--- config.mk ---
export PLATFORM = sky130hd
export DESIGN_NAME = fetch_unit
export DESIGN_NICKNAME = d
export VERILOG_FILES = /design/src/rtl/fetch_pkg.sv /design/src/rtl/fetch_pc_reg.sv /design/src/rtl/fetch_unit.sv
export SDC_FILE = /design/constraint.sdc
export NUM_CORES = 1
export LEC_CHECK = 0
export CAP_MARGIN = 20
export CORE_ASPECT_RATIO = 0.6
export CORE_MARGIN = 10
export CORE_UTILIZATION = 37
export CTS_BUF_LIST = sky130_fd_sc_hd__clkbuf_4
export CTS_CLUSTER_DIAMETER = 80
export DETAILED_ROUTE_END_ITERATION = 8
export PLACE_DENSITY = 0.83
export SYNTH_ARGS = -nofsm -noshare
export SYNTH_HDL_FRONTEND = slang
export SYNTH_SLANG_ARGS = --single-unit
--- constraint.sdc ---
create_clock -name CLK -period 1.8 [get_ports CLK]
set_clock_uncertainty 0.05 [all_clocks]
set_input_delay 0.27 -clock CLK [delete_from_list [all_inputs] [get_ports CLK]]
set_output_delay 0.27 -clock CLK [all_outputs]
set_load 0.005 [all_outputs]
--- src/rtl/fetch_pkg.sv ---
// Shared definitions for the fetch stage: FSM encoding, halt sentinel, default reset PC.
// Pure declarations; no timing or flow control of its own.
package fetch_pkg;

  typedef enum logic [1:0] {
    BOOT = 2'd0,
    RUN  = 2'd1,
    HALT = 2'd2
  } fetch_state_e;

  localparam logic [31:0]  HALT_WORD        = 32'hFFFF_FFFF;
  localparam int unsigned  DEFAULT_RESET_PC = 0;

endpackage

--- src/rtl/fetch_pc_reg.sv ---
// Program counter: load has priority over increment; increment wraps modulo DEPTH.
// Zero latency to o_pc after the edge; holding both controls low freezes the PC (stall/halt).
module fetch_pc_reg #(
  parameter int unsigned DEPTH    = 1024,
  parameter int unsigned RESET_PC = 0,
  localparam int unsigned AW      = $clog2(DEPTH)
) (
  input  logic          i_clk,
  input  logic          i_rst,
  input  logic          i_load,
  input  logic [AW-1:0] i_load_pc,
  input  logic          i_adv,
  output logic [AW-1:0] o_pc
);

  localparam logic [AW-1:0] RST_PC  = AW'(RESET_PC);
  localparam logic [AW-1:0] LAST_PC = AW'(DEPTH - 1);

  logic [AW-1:0] r_pc;

  always_ff @(posedge i_clk) begin
    if (i_rst) begin
      r_pc <= RST_PC;
    end else if (i_load) begin
      r_pc <= i_load_pc;
    end else if (i_adv) begin
      r_pc <= (r_pc == LAST_PC) ? '0 : r_pc + 1'b1;
    end
  end

  assign o_pc = r_pc;

endmodule

--- src/rtl/fetch_unit.sv ---
// Fetch stage: owns the PC, captures ram Q one cycle after the address; optional FETCH_HALT_EN stop.
// stall freezes PC and outputs; redirect reloads the PC with a single bubble.
module fetch_unit
  import fetch_pkg::*;
#(
  parameter int unsigned DEPTH    = 1024,
  parameter int unsigned RESET_PC = DEFAULT_RESET_PC
) (
  input  logic        CLK,
  input  logic        Reset,
  input  logic        stall,
  input  logic        redirect,
  input  logic [31:0] redirect_pc,
  output logic [31:0] mem_addr,
  output logic        mem_we,
  input  logic [31:0] mem_q,
  output logic [31:0] instr,
  output logic [31:0] instr_pc,
  output logic        instr_valid,
  output logic        halted
);

  localparam int unsigned AW = $clog2(DEPTH);

  fetch_state_e  r_state;
  logic [31:0]   r_instr;
  logic [31:0]   r_instr_pc;
  logic          r_instr_valid;
  logic [AW-1:0] w_pc;
  logic          w_run;
  logic          w_pc_load;
  logic          w_pc_adv;
  logic          w_unused_redirect_hi;

  // Only RUN moves the PC; BOOT and HALT both leave it untouched.
  assign w_run     = (r_state == RUN);
  assign w_pc_load = w_run && redirect;
  assign w_pc_adv  = w_run && !redirect && !stall;

  assign w_unused_redirect_hi = ^redirect_pc[31:AW];

  fetch_pc_reg #(
    .DEPTH    (DEPTH),
    .RESET_PC (RESET_PC)
  ) u_pc (
    .i_clk     (CLK),
    .i_rst     (Reset),
    .i_load    (w_pc_load),
    .i_load_pc (redirect_pc[AW-1:0]),
    .i_adv     (w_pc_adv),
    .o_pc      (w_pc)
  );

`ifdef FETCH_HALT_EN
  logic r_halted;

  always_ff @(posedge CLK) begin
    if (Reset) begin
      r_state       <= BOOT;
      r_instr       <= '0;
      r_instr_pc    <= '0;
      r_instr_valid <= 1'b0;
      r_halted      <= 1'b0;
    end else begin
      case (r_state)
        BOOT: r_state <= RUN;
        RUN: begin
          if (redirect) begin
            r_instr_valid <= 1'b0;
          end else if (!stall) begin
            r_instr       <= mem_q;
            r_instr_pc    <= {{(32-AW){1'b0}}, w_pc};
            r_instr_valid <= 1'b1;
            // The sentinel itself is still delivered; the stop takes effect next edge.
            if (mem_q == HALT_WORD) r_state <= HALT;
          end
        end
        HALT: begin
          r_instr_valid <= 1'b0;
          r_halted      <= 1'b1;
        end
        default: r_state <= BOOT;
      endcase
    end
  end

  assign halted = r_halted;
`else
  always_ff @(posedge CLK) begin
    if (Reset) begin
      r_state       <= BOOT;
      r_instr       <= '0;
      r_instr_pc    <= '0;
      r_instr_valid <= 1'b0;
    end else begin
      case (r_state)
        BOOT: r_state <= RUN;
        RUN: begin
          if (redirect) begin
            r_instr_valid <= 1'b0;
          end else if (!stall) begin
            r_instr       <= mem_q;
            r_instr_pc    <= {{(32-AW){1'b0}}, w_pc};
            r_instr_valid <= 1'b1;
          end
        end
        default: r_state <= BOOT;
      endcase
    end
  end

  assign halted = 1'b0;
`endif

  assign mem_addr    = {{(32-AW){1'b0}}, w_pc};
  assign mem_we      = 1'b0;
  assign instr       = r_instr;
  assign instr_pc    = r_instr_pc;
  assign instr_valid = r_instr_valid;

endmodule

After elaboration in Yosys (flattened, before gate mapping):

Index checks and enable logic that the tools add are counted.

* register bits: 55
* logic and storage cells: 26
* output and inout bits: 99
* input bits: 68

* equality and inequality tests: 3
* add/sub/neg operators: 1
* reductions and logical operators: 9
* bitwise gates (word level): 2
* multiplexer cells: 6

Operator list (number)
* $mux W10: 3
* $add A10 B1 Y10 const B: 1
* $eq A10 B10 Y1 const B: 1
* $pmux W2 S2: 1
* $logic_and A1 B1 Y1: 3
* $reduce_and A3 Y1: 1
* $eq A2 B1 Y1 const B: 1
* $logic_not A1 Y1: 2
* $logic_not A2 Y1: 1
* $mux W1: 2
* $ne A2 B1 Y1 const B: 1
* $not A1 Y1: 2
* $reduce_and A2 Y1: 1
* $reduce_bool A2 Y1: 1

Longest topological paths before layout:

* depth after elaboration: 5
* depth in mapped cells: 7
* gate-level depth less buffers: 5

Hierarchy:

A second synthesis with hierarchy kept.

* cell total of the unflattened synthesis: 312
* area total of the unflattened synthesis: 2949.1 um2

Modules (own cells, without submodules)
* fetch_unit: cells an instance 237, area each 2351.0 um2, sequential area each 880.8 um2, times used 1
* fetch_pc_reg: cells an instance 75, area each 598.1 um2, sequential area each 200.2 um2, times used 1

Worst setup path after synthesis:

Ideal clock, no wire load.

* kind: reg2reg
* start point: register u_pc.r_pc[0] (netlist: u_pc.o_pc[0])
* end point: register u_pc.r_pc[6] (netlist: u_pc.o_pc[6])
* library setup time: 0.086 ns
* data required time: 1.664 ns
* period minus slack after synthesis: 1.410 ns
* data arrival time: 1.275 ns
* cell stages (with the launch flop): 6
* path buffers: 0
* slack: 0.390 ns
* cells stage by stage: dfxtp_1 > ha_1 > and4_1 > nand3_1 > xor2_1 > a211oi_1

* cells in the longest elaborated chain, start to end: 4
* elaborated cells on any way between the ends: 5
* those cells by class: add/sub (1); eq/ne (1); mux (3)

Ends and longest elaborated chain
* start: declaration: RTL line fetch_pc_reg.sv:19 `logic [AW-1:0] r_pc;`
* start signal: assignment: RTL line fetch_pc_reg.sv:25 `r_pc <= i_load_pc;`
* start signal: assignment: RTL line fetch_pc_reg.sv:27 `r_pc <= (r_pc == LAST_PC) ? '0 : r_pc + 1'b1;`
* $add A10 B1 Y10 or $eq A10 B10 Y1 (tied branches): RTL line fetch_pc_reg.sv:27
* $mux W10 *: RTL line fetch_pc_reg.sv:27
* $mux W10 *: RTL line fetch_pc_reg.sv:26 `end else if (i_adv) begin`
* $mux W10 *: RTL line fetch_pc_reg.sv:24 `end else if (i_load) begin`

Mark *: on every way between the ends. The rest lies on a longest branch, timed or not. The select of a mux whose other input is x is not followed.
A chain may end at the register's enable or synchronous reset.

Worst setup path after layout:

* start point: register u_pc.r_pc[1] (netlist: u_pc.o_pc[1])
* end point: output port mem_addr[1]

RTL lines
* end: declaration: RTL line fetch_unit.sv:14 `output logic [31:0] mem_addr,`

No word-level cell between the ends.

==> summary.txt <==
Worst setup path
  – CP delay by family, top: buffers and inverters
  – CP bufs+invs: 1
  – CP required: 1.48 ns
  – Startpoint types: flip-flop
  – CP Class: reg2out
  – Cell Chain, Critical Path: clkdlybuf4s50_1
  – Critical path peak fanout: 6
  – Critical path's slowest cell: clkdlybuf4s50_1
  – Crit end category: output port
  – CP arrival: 1.41 ns
  – Critical Path Max Stage Delay: 0.56 ns

STA
  – Final Hold Fails: 0
  – Final TNS setup: 0 ns
  – Minimum clock period: 1.730 ns
  – Worst hold slack: 0.1051 ns
  – Worst Slack Setup Final: 0.07048 ns
  – Final setup viols: 0
  – RSZ-0062 raised after global routing: no
  – Final period util: 96.08%
  – Fin. max-slew vios: 0
  – Fmax: 578.2 MHz

CTS
  – Cts bufs inserted: 5
  – Max H-tree Level: 2
  – Postcts setup bufs: 0
  – Clock buffer depth: 2
  – Worst skew pair latency: 0.37 ns
  – Clk sink count: 54
  – Clock transition at path regs: 0.16 ns
  – CTS root buf: clkbuf_4
  – TritonCTS clock tree: built

Placed design
  – Worst Setup Slack post-DPL: 0.04203 ns
  – Dpl hpwl: 5.937 mm
  – Cell Count Post-Placement: 485
  – DP Area: 3400 um^2
  – Port Buffers: 98
  – Routability cong.: 0.8804

Worst hold path
  – Worst Hold Class: in2reg

Power
  – Reg power frac: 55.6%
  – Pint: 1.733 mW
  – Sw Share: 24.52%
  – Pwr Density: 660.5 nW/um^2
  – VDD IR max: 0.3217 mV
  – Pleak: 1.295 nW
  – Clock power share: 28.1%
  – Overall power: 2.297 mW
  – NetSw: 0.5630 mW
  – Combinational share of power: 16.2%

Cells and area
  – Layout overhead on the synthesized area: 40.57%
  – Final net count: 477
  – Commonest non-fill, non-tap cell in the layout: clkdlybuf4s50_1
  – Util after Layout: 55.16%
  – Leading cell types in the layout, fill and taps excluded: 97 x clkdlybuf4s50_1, 89 x nand2_1, 49 x dfxtp_1, 46 x conb_1, 44 x a21oi_1
  – Number of diodes: 0
  – Share of layout cells above drive strength 1: 6.127%
  – Non-Filler Cell Area, Final: 3477 um^2
  – Layout Cells excl Fill: 492

Global route
  – Congestion Overflow GR: 0
  – Vias in the first global route: 2231
  – GR Util All Layers: 13.36%
  – Largest net degree at the start of global routing: 24
  – First-pass GRT wire length: 11.63 mm
  – Antenna violations before repair: 0

Drt
  – Initial DRC Count: 113
  – Met3 wire length: 919 um
  – M1 WL: 3.062 mm
  – DR pass1 iterations: 4
  – Final ANT Viol Nets: 0
  – Routed len/inst: 15.37 um
  – Detailed Route WL: 7.562 mm
  – DRC Markers: 0
  – Routed via count: 2269
  – Drt via density: 4.612
  – Uppermost layer routed: met4
  – WL met2: 3.559 mm

Yosys
  – Library cells used by synthesis: 35
  – Post-synth top area share: 43.70%
  – Post-synthesis compound-gate area fraction: 14.47%
  – Synth area leader: dfxtp_1
  – Synth Area in XOR/XNOR: 1.416%
  – Synth top area cells: dfxtp_1 44%, buf_4 14%, nand2_1 14%, a21oi_1 8.9%, buf_6 2.3%
  – Yosys reg bits: 54
  – Ys Warns: 0
  – Post-synthesis sequential area ratio: 43.70%
  – Avg Cell Area, Syn: 7.979 um^2
  – Largest family of logic cells by synthesized area: simple AND/OR/NAND/NOR gates
  – Mapped Cells: 310
  – Mux cell area share after synthesis: 0%
  – Synthesized cell area: 2474 um^2
  – Post-synthesis adder-cell area fraction: 0.5058%
  – Post-Synth Simple-Gate Area: 20.84%

Die
  – Row count: 22
  – Initial Util: 39.24%
  – I/O Pins: 167
  – Die ar.: 10460 um^2
  – Die Ht: 83.34 um
  – Die X: 125.6 um
  – Core Area: 6304 um^2

Outcome
  – Outcome: complete, no violations

Job
  – Max-Cap Viols: 0
-- power by group through the flow --
| stage | registers (mW) | logic (mW) | clock network (mW) |
|---|---|---|---|
| detailed placement | 1.30 | 0.368 | 0 |
| CTS | 1.28 | 0.370 | 0.672 |
| floorplan | 1.30 | 0.212 | 0 |
| finish | 1.28 | 0.373 | 0.646 |
| global route | 1.28 | 0.410 | 0.714 |
| global placement | 1.30 | 0.364 | 0 |
-- worst paths after layout --
path	start	slack [ns]	endpoint	cells past startpoint
setup / recovery	u_pc.o_pc[1]$_SDFFE_PP0P_	0.07	mem_addr[1]	1
hold / removal	Reset	0.11	instr[29]$_SDFFE_PP0P_	2
setup reg to reg	u_pc.o_pc[1]$_SDFFE_PP0P_	0.09	u_pc.o_pc[5]$_SDFFE_PP0P_	5
hold reg to reg	instr[6]$_SDFFE_PP0P_	0.41	instr[6]$_SDFFE_PP0P_	2
-- synth_stat cells --
cell        n
xnor2_1     1
buf_4      47
xor2_1      3
nor2_1      8
clkbuf_1    6
and4_1      2
nand4b_1    1
o22ai_1     2
inv_1       3
buf_6       5
nand2_1    89
conb_1      1
o31ai_1     1
nand4_1     2
nand3b_1    1
and2_1      2
nor4b_1     1
a211oi_1    3
nand3_1     8
a21boi_0    1
nor3_1      3
dfxtp_1    54
a21oi_1    44
o21ai_0     3
a22oi_1     4
and2b_1     1
nand2_2     1
and2_4      1
a2bb2oi_1   1
a221oi_1    2
o2111ai_1   1
and3_1      1
buf_2       5
o211ai_1    1
ha_1        1
-- area by class of cell --
class | count | area [um^2]
Clock buffer | 5 | 37.54
Clock inverter | 2 | 33.78
Fill cell | 605 | 2826
Inverter | 3 | 11.26
Multi-Input combinational cell | 235 | 1094
Sequential cell | 54 | 1087
Tap cell | 84 | 105.1
Timing Repair Buffer | 109 | 1109
-- per-layer routing --
| layer | vias up | global-route usage (%) |
|---|---|---|
| met3 | 2 | 7.678 |
| met5 | - | 0 |
| met4 | 0 | 2.484 |
| li1 | 1126 | - |
| met2 | 85 | 21.97 |
| met1 | 1056 | 14.77 |
-- what timing repair did --
| action | in CTS | in global routing |
|---|---|---|
| hold buffers | 0 | 0 |
| resized for setup | 1 | 4 |
| endpoints found under the setup margin | 1 | 5 |
-- flip-flops by register name, summed over array words and instances (netlist names) --
name,cells
r_state,1
u_pc.o_pc,10
instr_valid,1
instr_pc,10
instr,32
-- cells by family after synthesis --
| group | Yosys count |
|---|---|
| xor gates and xnor gates | 4 |
| other | 1 |
| DFF | 54 |
| and+or+nand+nor | 121 |
| adders and majority gates | 1 |
| AOI/OAI and AO/OA | 63 |
| buffers and inverters | 66 |
(Power assumes the default switching activity.)
